**src/rtl/frame_tick_ctrl.sv**
```systemverilog
// frame_tick_ctrl: frame/step tick generator with run/pause/clear FSM.
// Each frame tick fires every DIV_PERIOD clocks while running; a step tick fires every N frames.
module frame_tick_ctrl #(
    parameter int unsigned DIV_PERIOD = 416667
) (
    input  logic        clk,
    input  logic        rst_n,
    input  logic        start,
    input  logic        pause,
    input  logic        clear,
    input  logic [5:0]  frames_per_step,
    output logic        frame_tick,
    output logic        step_tick,
    output logic [15:0] frame_cnt,
    output logic [1:0]  state
);
    typedef enum logic [1:0] {IDLE = 2'b00, RUN = 2'b01, PAUSED = 2'b10} state_t;
    localparam logic [18:0] LAST = 19'(DIV_PERIOD - 1);

    state_t      state_q, state_d;
    logic [18:0] presc_q, presc_d;
    logic [5:0]  step_q, step_d, n_q, n_d, eff_n;
    logic [15:0] frame_cnt_q, frame_cnt_d;
    logic        frame_tick_q, frame_tick_d, step_tick_q, step_tick_d;
    logic        launch, count_en, wrap, step_wrap;

    always_comb begin
        state_d = state_q;
        case (state_q)
            IDLE:    state_d = (start && !pause) ? RUN : IDLE;
            RUN:     state_d = pause ? PAUSED : RUN;
            PAUSED:  state_d = (start && !pause) ? RUN : PAUSED;
            default: state_d = IDLE;
        endcase
        if (clear) state_d = IDLE;
        eff_n        = (frames_per_step == 6'd0) ? 6'd1 : frames_per_step;
        launch       = state_q == IDLE && start && !pause && !clear;
        count_en     = state_q == RUN && !pause && !clear;
        wrap         = count_en && presc_q == LAST;
        step_wrap    = wrap && step_q == n_q - 6'd1;
        presc_d      = clear || launch || wrap ? 19'd0 : count_en ? presc_q + 19'd1 : presc_q;
        step_d       = clear || step_wrap ? 6'd0 : wrap ? step_q + 6'd1 : step_q;
        frame_cnt_d  = clear ? 16'd0 : wrap ? frame_cnt_q + 16'd1 : frame_cnt_q;
        n_d          = launch || step_wrap ? eff_n : n_q;
        frame_tick_d = wrap;
        step_tick_d  = step_wrap;
    end

    always_ff @(posedge clk or negedge rst_n) begin
        if (!rst_n) begin
            state_q      <= IDLE;
            presc_q      <= 19'd0;
            step_q       <= 6'd0;
            n_q          <= 6'd1;
            frame_cnt_q  <= 16'd0;
            frame_tick_q <= 1'b0;
            step_tick_q  <= 1'b0;
        end else begin
            state_q      <= state_d;
            presc_q      <= presc_d;
            step_q       <= step_d;
            n_q          <= n_d;
            frame_cnt_q  <= frame_cnt_d;
            frame_tick_q <= frame_tick_d;
            step_tick_q  <= step_tick_d;
        end
    end

    assign frame_tick = frame_tick_q;
    assign step_tick  = step_tick_q;
    assign frame_cnt  = frame_cnt_q;
    assign state      = state_q;
endmodule

```
**config.mk**
```make
export PLATFORM = sky130hd
export DESIGN_NAME = frame_tick_ctrl
export DESIGN_NICKNAME = d
export VERILOG_FILES = /design/src/rtl/frame_tick_ctrl.sv
export SDC_FILE = /design/constraint.sdc
export NUM_CORES = 1
export LEC_CHECK = 0
export CAP_MARGIN = 10
export CORE_MARGIN = 2
export CORE_UTILIZATION = 68
export DETAILED_ROUTE_END_ITERATION = 7
export DONT_BUFFER_PORTS = 1
export HOLD_SLACK_MARGIN = 0.05
export PLACE_DENSITY = 0.82
export SYNTH_ARGS = -nofsm -noshare
export SYNTH_HDL_FRONTEND = slang
export SYNTH_SLANG_ARGS = --single-unit
```
**constraint.sdc**
```tcl
create_clock -name clk -period 6.7 [get_ports clk]
set_clock_uncertainty 0.1 [all_clocks]
set_input_delay 1.005 -clock clk [delete_from_list [all_inputs] [get_ports clk]]
set_output_delay 1.005 -clock clk [all_outputs]
set_load 0.05 [all_outputs]
```
==> run summary, run 1 <==
Run status: complete, no violations
# clock sinks: 51
Fin crit period: 3960 ps
Cells along the critical path: nor4b_2 -> nand4_1 -> or2_0 -> o31a_1 -> mux2_4
Mapped cell area: 2870 um^2
Placed instance count: 333
Vias post-DR: 2131
Placed wire-length estimate: 3890 um
Fillers: 296
Fin nets: 306
Worst setup EP type: flop
Pre-CTS setup slack: 2570 ps
Synth Area in XOR/XNOR: 9.76%
Largest family of logic cells by synthesized area: simple AND/OR/NAND/NOR gates
Routability cong.: 0.926
Max-slew violations: 0
Grt total ovfl: 0
Top Family by Delay on Critical Path: simple AND/OR/NAND/NOR gates
Port Buf Inserts: 0
PD cells: 193 nW/um^2
Die H: 69.0 um
Max Fclk: 0.253 GHz
Initial Util: 71.3%
Vias in the first global route: 1915
Ys Warns: 0
Final Setup Violations: 0
Synth Net Count: 312
Final Hold Vio Count: 0
Period Utilization, post-route: 59.1%
Die width: 69.0 um
Post-synthesis simple-gate area fraction: 27.9%
First drt pass iteration count: 4
Asr flop ratio synth: 100%
Flops & latches, synth: 51
Setup bufs post-CTS: 0
Power Total: 0.570 mW
Fraction of layout instances using a drive strength above 1: 7.93%
Leakage Power: 1.22 nW
Worst slew pin tran: 1040 ps
Synth-to-Final Area Change: 2.66%
Post-route setup slack: 2740 ps
ANT cells: 0
Synth Area in Adders: 2.18%
Vias per cell: 6.27
Arrival @ worst endpoint: 4050 ps
Core Box Area: 4030 um^2
Combined area of the multi-input logic cells: 1500 um^2
Core Util, Final: 73.2%
Hold buffers post-CTS: 0
Initial antenna violation count: 0
Worst slew margin: 30.6%
Sequential share of the synthesized area: 44.5%
Row count: 23
Mapped Cells: 296
Largest net degree at the start of global routing: 52
DIE AREA: 4760 um^2
Dominant synthesized flop cell: dfrtp_1
Crit-path max FO: 12
Total of max-cap violations: 0
Post_cts resized: 0
GRT Util Overall: 25.3%
DRC violations left: 0
Setup TNS: 0 ps
CTS H-Tree Depth: 2
TritonCTS Buffers: 5
Final non-filler cell total: 340
CTS tree: yes
Antenna Violating Nets Remaining: 0
Initial DRC count: 222
Compound-gate portion of the synthesized area: 7.36%
Post-synth EDFFs: 0
Synth unique cells: 50
CP max stage cell: nor4b_2
Crit start category: flop
Post-Route WL: 5650 um
Root buffer cell: clkbuf_8
Setup CP Type: flop to flop
Wire per inst: 16.6 um
Insertion delay to the later sink of the worst-skew pair: 300 ps
Worst Path Required: 6790 ps
Hold/Removal Path Class: input port to asynchronous set/reset pin
Clock Tree Buf Depth: 2
CP bufs+invs: 0
RSZ-0062 raised after global routing: no
Ports: 31
Biggest cell delay along the critical path: 940 ps
Flip-flop and latch area: 1280 um^2
Global-route wire length before repair: 8820 um
Multiplexer area fraction after synthesis: 4.92%
Clk pin slew, worst setup/hold paths: 80 ps
Avg Inst Size Synth: 9.70 um^2
Max IR drop VDD: 0.147 mV
[stage by stage]
stage,cell area [um^2],hold slack [ps]
2_1_floorplan,2870,389
3_3_place_gp,2860,414
3_5_place_dp,2860,429
4_1_cts,2950,275
5_1_grt,2950,270
6_report,2950,284
[path summary, 6_finish.rpt]
kind / from / end / slack (ps) / depth (start not counted)
min reg2reg: n_q[0]$_DFFE_PN1P_ / n_q[0]$_DFFE_PN1P_ / 450 / 2
max in group asynchronous: rst_n / n_q[0]$_DFFE_PN1P_ / 6040 / 0
max: state[0]$_DFF_PN0_ / n_q[2]$_DFFE_PN0P_ / 2740 / 5
min: rst_n / n_q[5]$_DFFE_PN0P_ / 280 / 0
max reg2reg: state[0]$_DFF_PN0_ / n_q[2]$_DFFE_PN0P_ / 2740 / 5
min in group clk: n_q[0]$_DFFE_PN1P_ / n_q[0]$_DFFE_PN1P_ / 450 / 2
[layout make-up]
class	count	share of cell area (%)
clock buffers	6	2.80
clock inverters	1	0.170
inverters	6	0.764
multi-input cells	226	50.8
flip-flops and latches	51	43.3
well taps	50	2.12
[registers in the layout, indices dropped and copies added (netlist names)]
name,flops
step_tick,1
frame_tick,1
frame_cnt,16
step_q,6
state,2
presc_q,19
n_q,6
[placed cells by master, fill, tap and decap left out, types with 5 or more instances in the layout]
cell type,netlist,final
mux2_4,5,5
xnor2_1,22,22
nand4_1,10,10
a21oi_1,7,7
xor2_1,10,10
o21ai_0,5,5
nor2b_1,9,9
ha_1,5,5
nor3_1,8,8
nor2_1,45,45
nand3_1,14,14
nand2_1,23,23
dfrtp_1,50,50
and3_1,5,5
inv_1,6,6
clkbuf_8,0,6
nor4_1,10,10
[logic make-up (layout without fill, tap and decap cells)]
group	count (synthesis)	count (layout)
DFF	51	51
AOI/OAI and AO/OA	30	30
xor gates and xnor gates	32	32
muxes	11	11
and+or+nand+nor	148	148
buffers and inverters	19	13
adders and majority gates	5	5
[per-layer routing]
metal  part of all wire (%)  vias to the layer above  wire [um]  global-route usage [%]
li1                       -                     1037          -                       -
met1                     44                     1019       2490                    33.2
met2                     48                       68       2740                    41.1
met3                    5.9                        7        332                    5.68
met4                    1.6                        0         92                    9.56
met5                      0                        -          0                       0
[cell usage after synthesis, types with 6 or more instances]
master	n	area [um^2]
a21oi_1	7	35.0
dfrtp_1	50	1250
inv_1	6	22.5
nand2_1	23	86.3
nand3_1	14	70.1
nand4_1	10	62.6
nor2_1	45	169
nor2b_1	9	56.3
nor3_1	8	40.0
nor4_1	10	62.6
xnor2_1	22	193
xor2_1	10	87.6
[report_power, final]
| part | switching (mW) | internal, mW |
|---|---|---|
| combinational | 0.0325 | 0.0298 |
| sequential | 0.0147 | 0.318 |
| clock | 0.0946 | 0.0811 |
Power figures use the tool's default switching activity.
==> run 2: changes to the inputs <==
--- a/config.mk
+++ b/config.mk
@@ -7,11 +7,11 @@
 export LEC_CHECK = 0
 export CAP_MARGIN = 10
 export CORE_MARGIN = 2
-export CORE_UTILIZATION = 68
+export CORE_UTILIZATION = 57
 export DETAILED_ROUTE_END_ITERATION = 7
 export DONT_BUFFER_PORTS = 1
 export HOLD_SLACK_MARGIN = 0.05
-export PLACE_DENSITY = 0.82
+export PLACE_DENSITY = 0.73
 export SYNTH_ARGS = -nofsm -noshare
 export SYNTH_HDL_FRONTEND = slang
 export SYNTH_SLANG_ARGS = --single-unit
==> constraint.sdc (replaced) <==
create_clock -name clk -period 3.2 [get_ports clk]
set_clock_uncertainty 0.1 [all_clocks]
set_input_delay 0.48 -clock clk [delete_from_list [all_inputs] [get_ports clk]]
set_output_delay 0.48 -clock clk [all_outputs]
set_load 0.05 [all_outputs]
==> run 2 against run 1 <==
  * Flip-flop and latch count is the same
  * Setup slack got worse by 2100 ps
  * Via count grew 2.3%
  * Worst hold slack got worse by 150 ps
  * Sequential power rose by 110%
  * Register-to-register slack worse by 2100 ps
  * Largest cell class unchanged
==> run summary, run 2 (synthesized netlist as in run 1, its figures left out) <==
Run status: complete, no violations (unchanged)
DRC violations left: 0 (unchanged)
Hold buffers post-CTS: 2 (was 0)
Initial Util: 60.0% (was 71.3%)
Final Setup Violations: 0 (unchanged)
Flip-flop and latch area: 1280 um^2 (unchanged)
Post_cts resized: 0 (unchanged)
Synth-to-Final Area Change: 7.76% (was 2.66%)
Period Utilization, post-route: 78.6% (was 59.1%)
Vias post-DR: 2181 (was 2131)
Core Util, Final: 64.7% (was 73.2%)
Top Family by Delay on Critical Path: simple AND/OR/NAND/NOR gates (unchanged)
Combined area of the multi-input logic cells: 1500 um^2 (unchanged)
DIE AREA: 5620 um^2 (was 4760 um^2)
Worst R2R Setup Slack: 680 ps (was 2740 ps)
CP Depth: 6 (was 5)
Setup CP Type: flop to flop (unchanged)
Setup bufs post-CTS: 0 (unchanged)
Max IR drop VDD: 0.218 mV (was 0.147 mV)
Initial DRC count: 144 (was 222)
Fin nets: 318 (was 306)
Worst r2r dst: n_q[5]$_DFFE_PN0P_ (was n_q[2]$_DFFE_PN0P_)
CTS tree: yes (unchanged)
Fillers: 421 (was 296)
Core Box Area: 4790 um^2 (was 4030 um^2)
CP bufs+invs: 1 (was 0)
Crit start category: flop (unchanged)
Worst setup EP type: flop (unchanged)
RSZ-0062 raised after global routing: no (unchanged)
Final instance area: 3090 um^2 (was 2950 um^2)
Insertion delay to the later sink of the worst-skew pair: 300 ps (about the same)
Placed wire-length estimate: 4060 um (was 3890 um)
Worst Path Required: 3290 ps (was 6790 ps)
Routability cong.: 0.870 (was 0.926)
Row count: 25 (was 23)
Worst hold stages: 1
GRT Util Overall: 22.5% (was 25.3%)
Worst slew pin tran: 637 ps (was 1040 ps)
Fraction of layout instances using a drive strength above 1: 11.2% (was 7.93%)
Wire per inst: 15.6 um (was 16.6 um)
Root buffer cell: clkbuf_8 (unchanged)
Setup TNS: 0 ps (unchanged)
Worst slew margin: 57.5% (was 30.6%)
Largest net degree at the start of global routing: 52 (unchanged)
Commonest non-fill, non-tap cell in the layout: dfrtp_1 (unchanged)
Fin crit period: 2520 ps (was 3960 ps)
Largest register FFs: 19 (unchanged)
Biggest register: presc_q (unchanged)
Final Hold Vio Count: 0 (unchanged)
Worst Min Path Start: clear
Grt total ovfl: 0 (unchanged)
Die H: 75.0 um (was 69.0 um)
Port Buf Inserts: 0 (unchanged)
Vias per cell: 5.89 (was 6.27)
Worst r2r src: presc_q[2]$_DFFE_PN0P_ (was state[0]$_DFF_PN0_)
Hold/Removal Path Class: input port to flop (was input port to asynchronous set/reset pin)
Initial antenna violation count: 0 (unchanged)
Clk pin slew, worst setup/hold paths: 90 ps (was 80 ps)
Ports: 31 (unchanged)
Crit-path max FO: 12 (unchanged)
Leakage Power: 1.29 nW (was 1.22 nW)
Min Hold Slack: 132 ps (was 284 ps)
Biggest cell delay along the critical path: 470 ps (was 940 ps)
ANT cells: 0 (unchanged)
Reg2reg path depth: 6 (was 5)
Dpl cell area: 2960 um^2 (was 2860 um^2)
Worst Hold Path EP: step_q[0]$_DFFE_PN0P_
Global-route wire length before repair: 9720 um (was 8820 um)
Antenna Violating Nets Remaining: 0 (unchanged)
CP max stage cell: dfrtp_1 (was nor4b_2)
Total of max-cap violations: 0 (unchanged)
Arrival @ worst endpoint: 2610 ps (was 4050 ps)
First drt pass iteration count: 4 (unchanged)
Cells along the critical path: nor4b_1 -> nand4_1 -> buf_4 -> or2_0 -> o31a_1 -> mux2_4 (was nor4b_2 -> nand4_1 -> or2_0 -> o31a_1 -> mux2_4)
Max Fclk: 0.397 GHz (was 0.253 GHz)
CTS H-Tree Depth: 2 (unchanged)
Post-Route WL: 5760 um (was 5650 um)
Power Total: 1.25 mW (was 0.570 mW)
Vias in the first global route: 2116 (was 1915)
TritonCTS Buffers: 5 (unchanged)
Die width: 75.0 um (was 69.0 um)
Clock Tree Buf Depth: 2 (unchanged)
PD cells: 403 nW/um^2 (was 193 nW/um^2)
# clock sinks: 51 (unchanged)
Most frequent cells in the layout: dfrtp_1, nor2_1, nand2_1 (unchanged)
Max-slew violations: 0 (unchanged)
-- run 2: worst max-delay path by stage --
stage	start	to	slack, ps
after detailed placement	pause	n_q[4]$_DFFE_PN0P_	690
after floorplan	state[0]$_DFF_PN0_	n_q[1]$_DFFE_PN0P_	790
after global placement	pause	n_q[1]$_DFFE_PN0P_	730
after CTS	presc_q[2]$_DFFE_PN0P_	n_q[4]$_DFFE_PN0P_	690
after global routing	presc_q[5]$_DFFE_PN0P_	presc_q[9]$_DFFE_PN0P_	480
final	presc_q[2]$_DFFE_PN0P_	n_q[5]$_DFFE_PN0P_	680
-- run 2: layout make-up --
class                   instances  share of cell area [%]
well taps                      67                    2.71
clock buffers                   8                    3.23
multi-input cells             226                    48.4
flip-flops and latches         51                    41.3
inverters                       6                   0.728
repair buffers                 12                    3.64
-- run 2: power by group --
| group | leakage [nW] | total (mW) | internal, mW | switching [mW] |
|---|---|---|---|---|
| Clock | 0.0515 | 0.400 | 0.198 | 0.202 |
| Combinational | 0.545 | 0.158 | 0.0734 | 0.0844 |
| Sequential | 0.698 | 0.691 | 0.665 | 0.0258 |
-- run 2: metal layers --
metal  wire length, um  track usage (%)  share of wire (%)  up-vias
met5                 0                0                  0        -
met4                91             7.34                1.6        0
met3               250             4.15                4.3       11
met2              2840             36.9                 49       50
met1              2580             30.1                 45     1060
li1                  -                -                  -     1060
-- run 2: through the flow --
stage	cells	setup WS (ps)
6_report	370	684
5_1_grt	370	482
4_1_cts	370	691
3_5_place_dp	360	692
3_3_place_gp	360	733
2_1_floorplan	296	786
==> run 3: changes to the inputs <==
--- a/config.mk
+++ b/config.mk
@@ -7,11 +7,11 @@
 export LEC_CHECK = 0
 export CAP_MARGIN = 10
 export CORE_MARGIN = 2
-export CORE_UTILIZATION = 57
+export CORE_UTILIZATION = 63
 export DETAILED_ROUTE_END_ITERATION = 7
 export DONT_BUFFER_PORTS = 1
 export HOLD_SLACK_MARGIN = 0.05
-export PLACE_DENSITY = 0.73
+export PLACE_DENSITY = 0.77
 export SYNTH_ARGS = -nofsm -noshare
 export SYNTH_HDL_FRONTEND = slang
 export SYNTH_SLANG_ARGS = --single-unit
==> constraint.sdc (replaced) <==
create_clock -name clk -period 2.4 [get_ports clk]
set_clock_uncertainty 0.1 [all_clocks]
set_input_delay 0.36 -clock clk [delete_from_list [all_inputs] [get_ports clk]]
set_output_delay 0.36 -clock clk [all_outputs]
set_load 0.05 [all_outputs]
==> run 3 against run 2 <==
  * Register-to-register slack got worse by 620 ps
  * Power up 33%
  * First-iteration DRC count grew 26%
  * Count of clock-buffer cells in the layout down 1
  * Non-clock buffer count up 21
  * Sequential power is 33% higher
  * Core utilization increased by 9.5 points
  * Global-route usage rose by 2.4 points
  * Cell area grew 5.1%
  * Highest routed layer unchanged
==> run summary, run 3 (synthesized netlist as in run 1, its figures left out) <==
Run status: complete, no violations (unchanged)
Hold/Removal Path Class: input port to flop (unchanged)
TritonCTS Buffers: 5 (unchanged)
Fin nets: 339 (was 318)
Post-Route WL: 6030 um (was 5760 um)
Biggest register: presc_q (unchanged)
DRC violations left: 0 (unchanged)
Largest net degree at the start of global routing: 52 (unchanged)
GRT Util Overall: 24.9% (was 22.5%)
Period Utilization, post-route: 97.5% (was 78.6%)
Placed wire-length estimate: 4090 um (was 4060 um)
Wire per inst: 16.0 um (was 15.6 um)
Power Total: 1.66 mW (was 1.25 mW)
Die width: 71.5 um (was 75.0 um)
Total of max-cap violations: 0 (unchanged)
Initial antenna violation count: 0 (unchanged)
Largest register FFs: 19 (unchanged)
Crit-path max FO: 6 (was 12)
Global-route wire length before repair: 10200 um (was 9720 um)
Die H: 71.5 um (was 75.0 um)
Arrival @ worst endpoint: 2430 ps (was 2610 ps)
Leakage Power: 1.41 nW (was 1.29 nW)
Met2 Usage GRT: 40.4% (was 36.9%)
Fillers: 326 (was 421)
Worst Path Required: 2490 ps (was 3290 ps)
Root buffer cell: clkbuf_8 (unchanged)
Max-slew violations: 0 (unchanged)
Worst slew margin: 60.2% (was 57.5%)
Crit start category: flop (unchanged)
Fin crit period: 2340 ps (was 2520 ps)
Clk pin slew, worst setup/hold paths: 80 ps (was 90 ps)
# clock sinks: 51 (unchanged)
Placed instance count: 363 (was 360)
Fraction of layout instances using a drive strength above 1: 17.3% (was 11.2%)
Insertion delay to the later sink of the worst-skew pair: 300 ps (about the same)
Initial DRC count: 182 (was 144)
Ports: 31 (unchanged)
Worst setup EP type: flop (unchanged)
Antenna Violating Nets Remaining: 0 (unchanged)
Grt total ovfl: 0 (unchanged)
Final non-filler cell total: 376 (was 370)
Setup CP Type: flop to flop (unchanged)
Busiest grt layer: met2 (unchanged)
Met1 Use GR: 34.4% (was 30.1%)
CTS H-Tree Depth: 2 (unchanged)
DIE AREA: 5110 um^2 (was 5620 um^2)
Max Fclk: 0.427 GHz (was 0.397 GHz)
Most frequent cells in the layout: dfrtp_1, nor2_1, buf_4 (was dfrtp_1, nor2_1, nand2_1)
Synth-to-Final Area Change: 13.3% (was 7.76%)
Commonest non-fill, non-tap cell in the layout: dfrtp_1 (unchanged)
Core Util, Final: 74.2% (was 64.7%)
CTS tree: yes (unchanged)
Worst slew pin tran: 596 ps (was 637 ps)
Final Setup Violations: 0 (unchanged)
Vias in the first global route: 2224 (was 2116)
Row count: 24 (was 25)
First drt pass iteration count: 4 (unchanged)
Core Box Area: 4380 um^2 (was 4790 um^2)
PD cells: 511 nW/um^2 (was 403 nW/um^2)
Initial Util: 65.5% (was 60.0%)
ANT cells: 0 (unchanged)
Vias post-DR: 2298 (was 2181)
Final Hold Vio Count: 0 (unchanged)
Port Buf Inserts: 0 (unchanged)
Max IR drop VDD: 0.358 mV (was 0.218 mV)
Clock Tree Buf Depth: 2 (unchanged)
Vias per cell: 6.11 (was 5.89)
M3 GR Usage: 4.50% (was 4.15%)
Routability cong.: 0.897 (was 0.870)
## run 3: repair_timing
item | CTS | global route
gates resized for setup | 0 | 1
hold buffers | 4 | 0
setup buffers | 0 | 1
hold endpoints to repair | 65 | 0
endpoints found under the setup margin | 0 | 6
## run 3: cell type report
cell class | count | area (um^2) | area share (%)
Multi-Input combinational cell | 226 | 1510 | 46.3
Sequential cell | 51 | 1280 | 39.3
Timing Repair Buffer | 33 | 288 | 8.85
Clock buffer | 7 | 86.3 | 2.65
Tap cell | 52 | 65.1 | 2.00
Inverter | 6 | 22.5 | 0.692
Clock inverter | 1 | 5.00 | 0.154
## run 3: metrics by stage
stage	TNS [ps]	cell area [um^2]	hold WS [ps]	setup slack, ps
2_1_floorplan	0	2880	-35.6	24.4
3_3_place_gp	0	3080	-34.3	144
3_5_place_dp	0	3080	-34.5	79.5
4_1_cts	0	3230	95.5	56.9
5_1_grt	-2.72	3250	85.9	-2.72
6_report	0	3250	104	59.4
## run 3: final timing paths
check | startpoint | to | slack, ps | cells past startpoint
worst max-delay path | n_q[0]$_DFFE_PN1P_ | n_q[2]$_DFFE_PN0P_ | 60 | 8
worst min-delay path | frames_per_step[3] | n_q[3]$_DFFE_PN0P_ | 100 | 1
worst max register to register | n_q[0]$_DFFE_PN1P_ | n_q[2]$_DFFE_PN0P_ | 60 | 8
worst min register to register | n_q[0]$_DFFE_PN1P_ | n_q[0]$_DFFE_PN1P_ | 430 | 2
max in group asynchronous | rst_n | n_q[0]$_DFFE_PN1P_ | 1450 | 2
min in group asynchronous | rst_n | step_q[2]$_DFFE_PN0P_ | 480 | 2
## run 3: metal layers
layer | part of all wire [%] | up-vias
met2 | 49 | 74
li1 | - | 1103
met3 | 5.2 | 8
met4 | 1.3 | 0
met1 | 45 | 1113
met5 | 0 | -
## run 3: critical path, cell delays in order, from the launching register on
cell	delay, ps
dfstp_2	560
inv_1	60
ha_1	300
xnor2_1	130
nor2_1	140
o2111ai_2	150
o31a_1	360
buf_12	150
mux2_4	290
## run 3: report_power, final
| group | internal [mW] | switching [mW] |
|---|---|---|
| logic | 0.109 | 0.124 |
| clock network | 0.233 | 0.274 |
| registers | 0.887 | 0.0338 |
==> patch 1: new RTL, flow settings as in run 3 <==
Put one more register stage on the output `frame_cnt`, without a reset. The value now appears one clock later. The other outputs are not delayed to match.
--- a/src/rtl/frame_tick_ctrl.sv
+++ b/src/rtl/frame_tick_ctrl.sv
@@ -70,3 +70,5 @@
     assign step_tick  = step_tick_q;
-    assign frame_cnt  = frame_cnt_q;
+    always_ff @(posedge clk) begin
+        frame_cnt <= frame_cnt_q;
+    end
     assign state      = state_q;
Check against the original RTL: same outputs for any inputs over 10 cycles, from zero or initial values and one cycle with rst_n low; that may be too few to reach the edited logic, so the function may still have changed.
==> patch 1 against run 3 <==
Sequential cell count grew 16; die area rose by 8.2%; largest power group unchanged; critical path type unchanged; cell area is 8.2% higher; critical path depth unchanged; worst setup slack gained 0.055 ns; wire length unchanged; power rose by 39%; largest cell class is now flip-flops and latches; area after synthesis increased by 8.7%; via count increased by 0.35%.
==> patch 1: results <==
[drt]
routed.top_layer = "met4"
wl_per_cell_um = 15.47
met1_length_um = 2833
drt_iter0_markers = 103
drt_first_pass_iters = 5
dr_wl_met2_um = 2825
vias = 2306
wl_met3_um = 256
viasPerCell = 5.913

[layout]
drive_above_1_share_pct = 17.34
nFillCells = 357
n_antenna_cell = 0
syn2layout_area_growth_pct = 12.79

[timing]
hold-worst-slack_ns = 0.06986
fmax_mhz = 437.5

[synth]
yosysSeqAreaShare_pct = 51.18
synth.top_cells.by_count = "dfrtp_1 (50), nor2_1 (34), nand2_1 (22), xor2_1 (18), a21oi_1 (17)"
synth_cell_type_count = 52
async_reset_ff_share_pct = 76.12
synth_compound_area_share_pct = 8.778
synth_fp_nets = 311
synthAdderAreaFrac_pct = 2.004
synth_xor_area_share_pct = 8.978
synth_mux_area_share_pct = 2.806
syn_inst = 295
ys_top_cells_by_area = "dfrtp_1 (40%), dfxtp_1 (10%), xor2_1 (5.1%)"

[pwr]
p_leak_nw = 1.493
p_seq_share_pct = 51.2
p_per_area_mw_per_mm2 = 653.5
peakVddDrop_v = 0.0005237
pg_clk_mw = 0.920

[clock_network]
clk_latency_ns = 0.33
cts_made_buffers = 9
htree_levels = 3

[critical_path]
endpoint = "n_q[5]"
arrival_ns = 2.41
ff2ff_setup_slack_ns = 0.11

[global_route]
grt_pass1_vias = 2129
grt_use_total_pct = 24.17

[placed_design]
placed_cells = 365
placed_area_mm2 = 0.003229
gp_congestion = 0.7865
post-dp-hpwl_um = 4032
dp_worst_setup_slack_ns = 0.07381

[outcome]
outcome = "finished, final reports clean"
## patch 1: layout make-up
cell class	count	share of cell area (%)
Timing Repair Buffer	21	5.259
Multi-Input combinational cell	209	40.37
Tap cell	67	2.381
Sequential cell	67	45.45
Clock buffer	9	3.518
Clock inverter	7	1.955
Inverter	10	1.066
## patch 1: per-layer routing
layer | track usage, % | vias to the layer above
met2 | 36.18 | 61
met4 | 10.32 | 0
met3 | 4.607 | 11
met1 | 34.47 | 1132
li1 | - | 1102
met5 | 0 | -
## patch 1: worst max-delay path, stage by stage, from the launching register on
cell and delay (ns):
dfstp_2 0.56, inv_1 0.06, ha_1 0.30, xor2_1 0.13
o211a_1 0.16, o211ai_1 0.16, o31ai_4 0.19, buf_4 0.18
mux2_2 0.33
## patch 1: cells by family after synthesis
kind of cell,after synthesis
multiplexers,8
AND/OR/NAND/NOR,125
flip-flops,67
adder cells (fa/ha/maj),5
buffers and inverters,19
XOR/XNOR,32
AO/OA/AOI/OAI,39
==> patch 2: new RTL, flow settings as in run 3 <==
Without the edit above. The parameter `DIV_PERIOD` goes from 416667 to 312500.
--- a/src/rtl/frame_tick_ctrl.sv
+++ b/src/rtl/frame_tick_ctrl.sv
@@ -3,3 +3,3 @@
 module frame_tick_ctrl #(
-    parameter int unsigned DIV_PERIOD = 416667
+    parameter int unsigned DIV_PERIOD = 312500
 ) (
Check against the original RTL: same outputs for any inputs over 10 cycles, from zero or initial values and one cycle with rst_n low; that may be too few to reach the edited logic, so the function may still have changed.
==> patch 2 against run 3 <==
The run now ends with setup timing left; non-clock buffer count is 4 higher; power increased by 5.9%; worst setup slack worse by 0.15 ns; sequential share of layout area rose by 0.47 points; utilization grew 4.5 points; first-iteration DRC count shrank 13%; combinational power rose by 30%; critical path depth is the same; fmax fell by 6.0%; critical endpoint unchanged; sequential cell count unchanged; area after synthesis fell by 5.1%; cell area shrank 1.1%; wire length down 1.7%; global-route usage grew 1.4 points.
==> patch 2: results <==
[critical_path]
arrival_ns = 2.58
path_max_fanout = 6
endpoint = "n_q[2]"
r2r_cells = 8
timing.rr.start = "n_q[0]"
worst-setup-path-type = "register to register"

[timing]
fin_tns_setup_ns = -0.4371
setup_ws_ns = -0.09020
relSlewSlack_pct = 61.17
setup_violations = 6

[pwr]
p_leak_nw = 1.403
peakVddDrop_v = 0.0005679

[clock_network]
cts_made_buffers = 5
clk_latency_ns = 0.30
clock_path_buffers = 2
cts_root_buf = "clkbuf_8"
clkTransAtPathRegs_ns = 0.08
htree_levels = 2

[layout]
n_antenna_cell = 0
drive_above_1_share_pct = 21.29
largest_register_ff_count = 19
top_register = "presc_q"
fin_cells = 360
nets = 324

[placed_design]
post-dp-hpwl_um = 3931
io_buffers = 0
placed_cells = 347
gp_congestion = 0.7867

[synth]
yosysWarnings = 0
ys_top_cells_by_area = "dfrtp_1 (46%), xnor2_1 (7.7%), nor2_1 (4.4%)"
synth.top_cells.by_count = "dfrtp_1 (50), nor2_1 (32), nand2_1 (27), xnor2_1 (24), nor3_1 (17)"
syn_inst = 276
synth_fp_nets = 291
yosysSeqAreaShare_pct = 46.90
async_reset_ff_share_pct = 100.0
synth_cell_type_count = 40
ys.flop_type = "dfrtp_1"

[drt]
drt_iter0_markers = 159
drt_first_pass_iters = 4
viasPerCell = 5.961
finalWirelength_um = 5933

[outcome]
outcome = "complete, but fails checks"
failed_checks = "setup timing"

[global_route]
grt_pass1_wl_um = 10170
grt_pass1_vias = 2138
grt_use_total_pct = 26.28
antenna_found_initial = 0
grt_max_degree = 52

[worst_hold_path]
hp-class = "input port to register"

[die]
die_width_um = 69.76
-- patch 2: cell types whose count changed in the layout (fill, tap and decap cells not counted), moves of 5 or more --
cell and delta:
nor2_1 -13, nor3_1 +9, mux2i_1 +7, nor2b_1 -7, nand4_1 -5
-- patch 2: worst max-delay path, stage by stage (launching register included) --
cell	delay, ns
dfstp_2	0.56
inv_2	0.06
ha_4	0.15
nor2b_4	0.12
or3_4	0.33
a31o_4	0.24
o41ai_4	0.33
buf_6	0.18
mux2_4	0.31
-- patch 2: repair_timing --
| action | in CTS | in global routing |
|---|---|---|
| hold buffers | 4 | 0 |
| endpoints found under the hold margin | 63 | 0 |
| pin swaps | 4 | 1 |
| endpoints found under the setup margin | 32 | 14 |
| resized for setup | 12 | 6 |
| cloned | 0 | 0 |
| setup buffers | 0 | 1 |
-- patch 2: layout make-up --
cell class | instances | area (um^2)
multi-input cells | 208 | 1444
flip-flops and latches | 51 | 1280
fillers | 266 | 868.3
repair buffers | 37 | 309.0
clock buffers | 8 | 100.1
well taps | 50 | 62.56
inverters | 6 | 22.52
-- patch 2: how the worst min path moves through the flow --
stage,from,endpoint,slack (ns),cells after the start
global placement,rst_n,state[0],-0.03,0
finish,clear,step_q[1],0.07,1
floorplan,rst_n,frame_cnt[0],-0.04,0
CTS,clear,step_q[1],0.06,1
global route,clear,step_q[1],0.05,1
detailed placement,rst_n,state[0],-0.03,0
-- patch 2: cells by family after synthesis --
logic type,after synthesis,synth area share (%)
DFF,51,46.90
adders and majority gates,4,1.837
muxes,14,5.420
and+or+nand+nor,137,26.83
xor gates and xnor gates,35,11.25
AOI/OAI and AO/OA,18,5.008
buffers and inverters,17,2.756
-- patch 2: per-layer routing --
metal | GRT usage [%] | vias to the layer above | part of all wire, %
met5 | 0 | - | 0
met4 | 10.04 | 0 | 1.5
met3 | 5.523 | 10 | 6.1
met2 | 37.93 | 69 | 45
met1 | 39.10 | 1035 | 47
li1 | - | 1032 | -
-- patch 2: report_power, final --
part	internal [mW]	total, mW	leakage [nW]	switching [mW]
logic	0.151	0.304	0.656	0.153
clock network	0.264	0.536	0.0515	0.272
registers	0.887	0.918	0.695	0.0318
total	1.30	1.76	1.40	0.458
-- patch 2: through the flow --
step	power (mW)	worst slack, ns	hold WS [ns]	cell area (um^2)
detailed placement	1.145	-0.2128	-0.03442	2977
CTS	1.734	-0.05648	0.06020	3189
global placement	1.133	-0.1295	-0.03447	2977
finish	1.759	-0.09020	0.06656	3218
global route	1.839	-0.1324	0.05407	3218
floorplan	1.074	-0.2617	-0.03559	2733
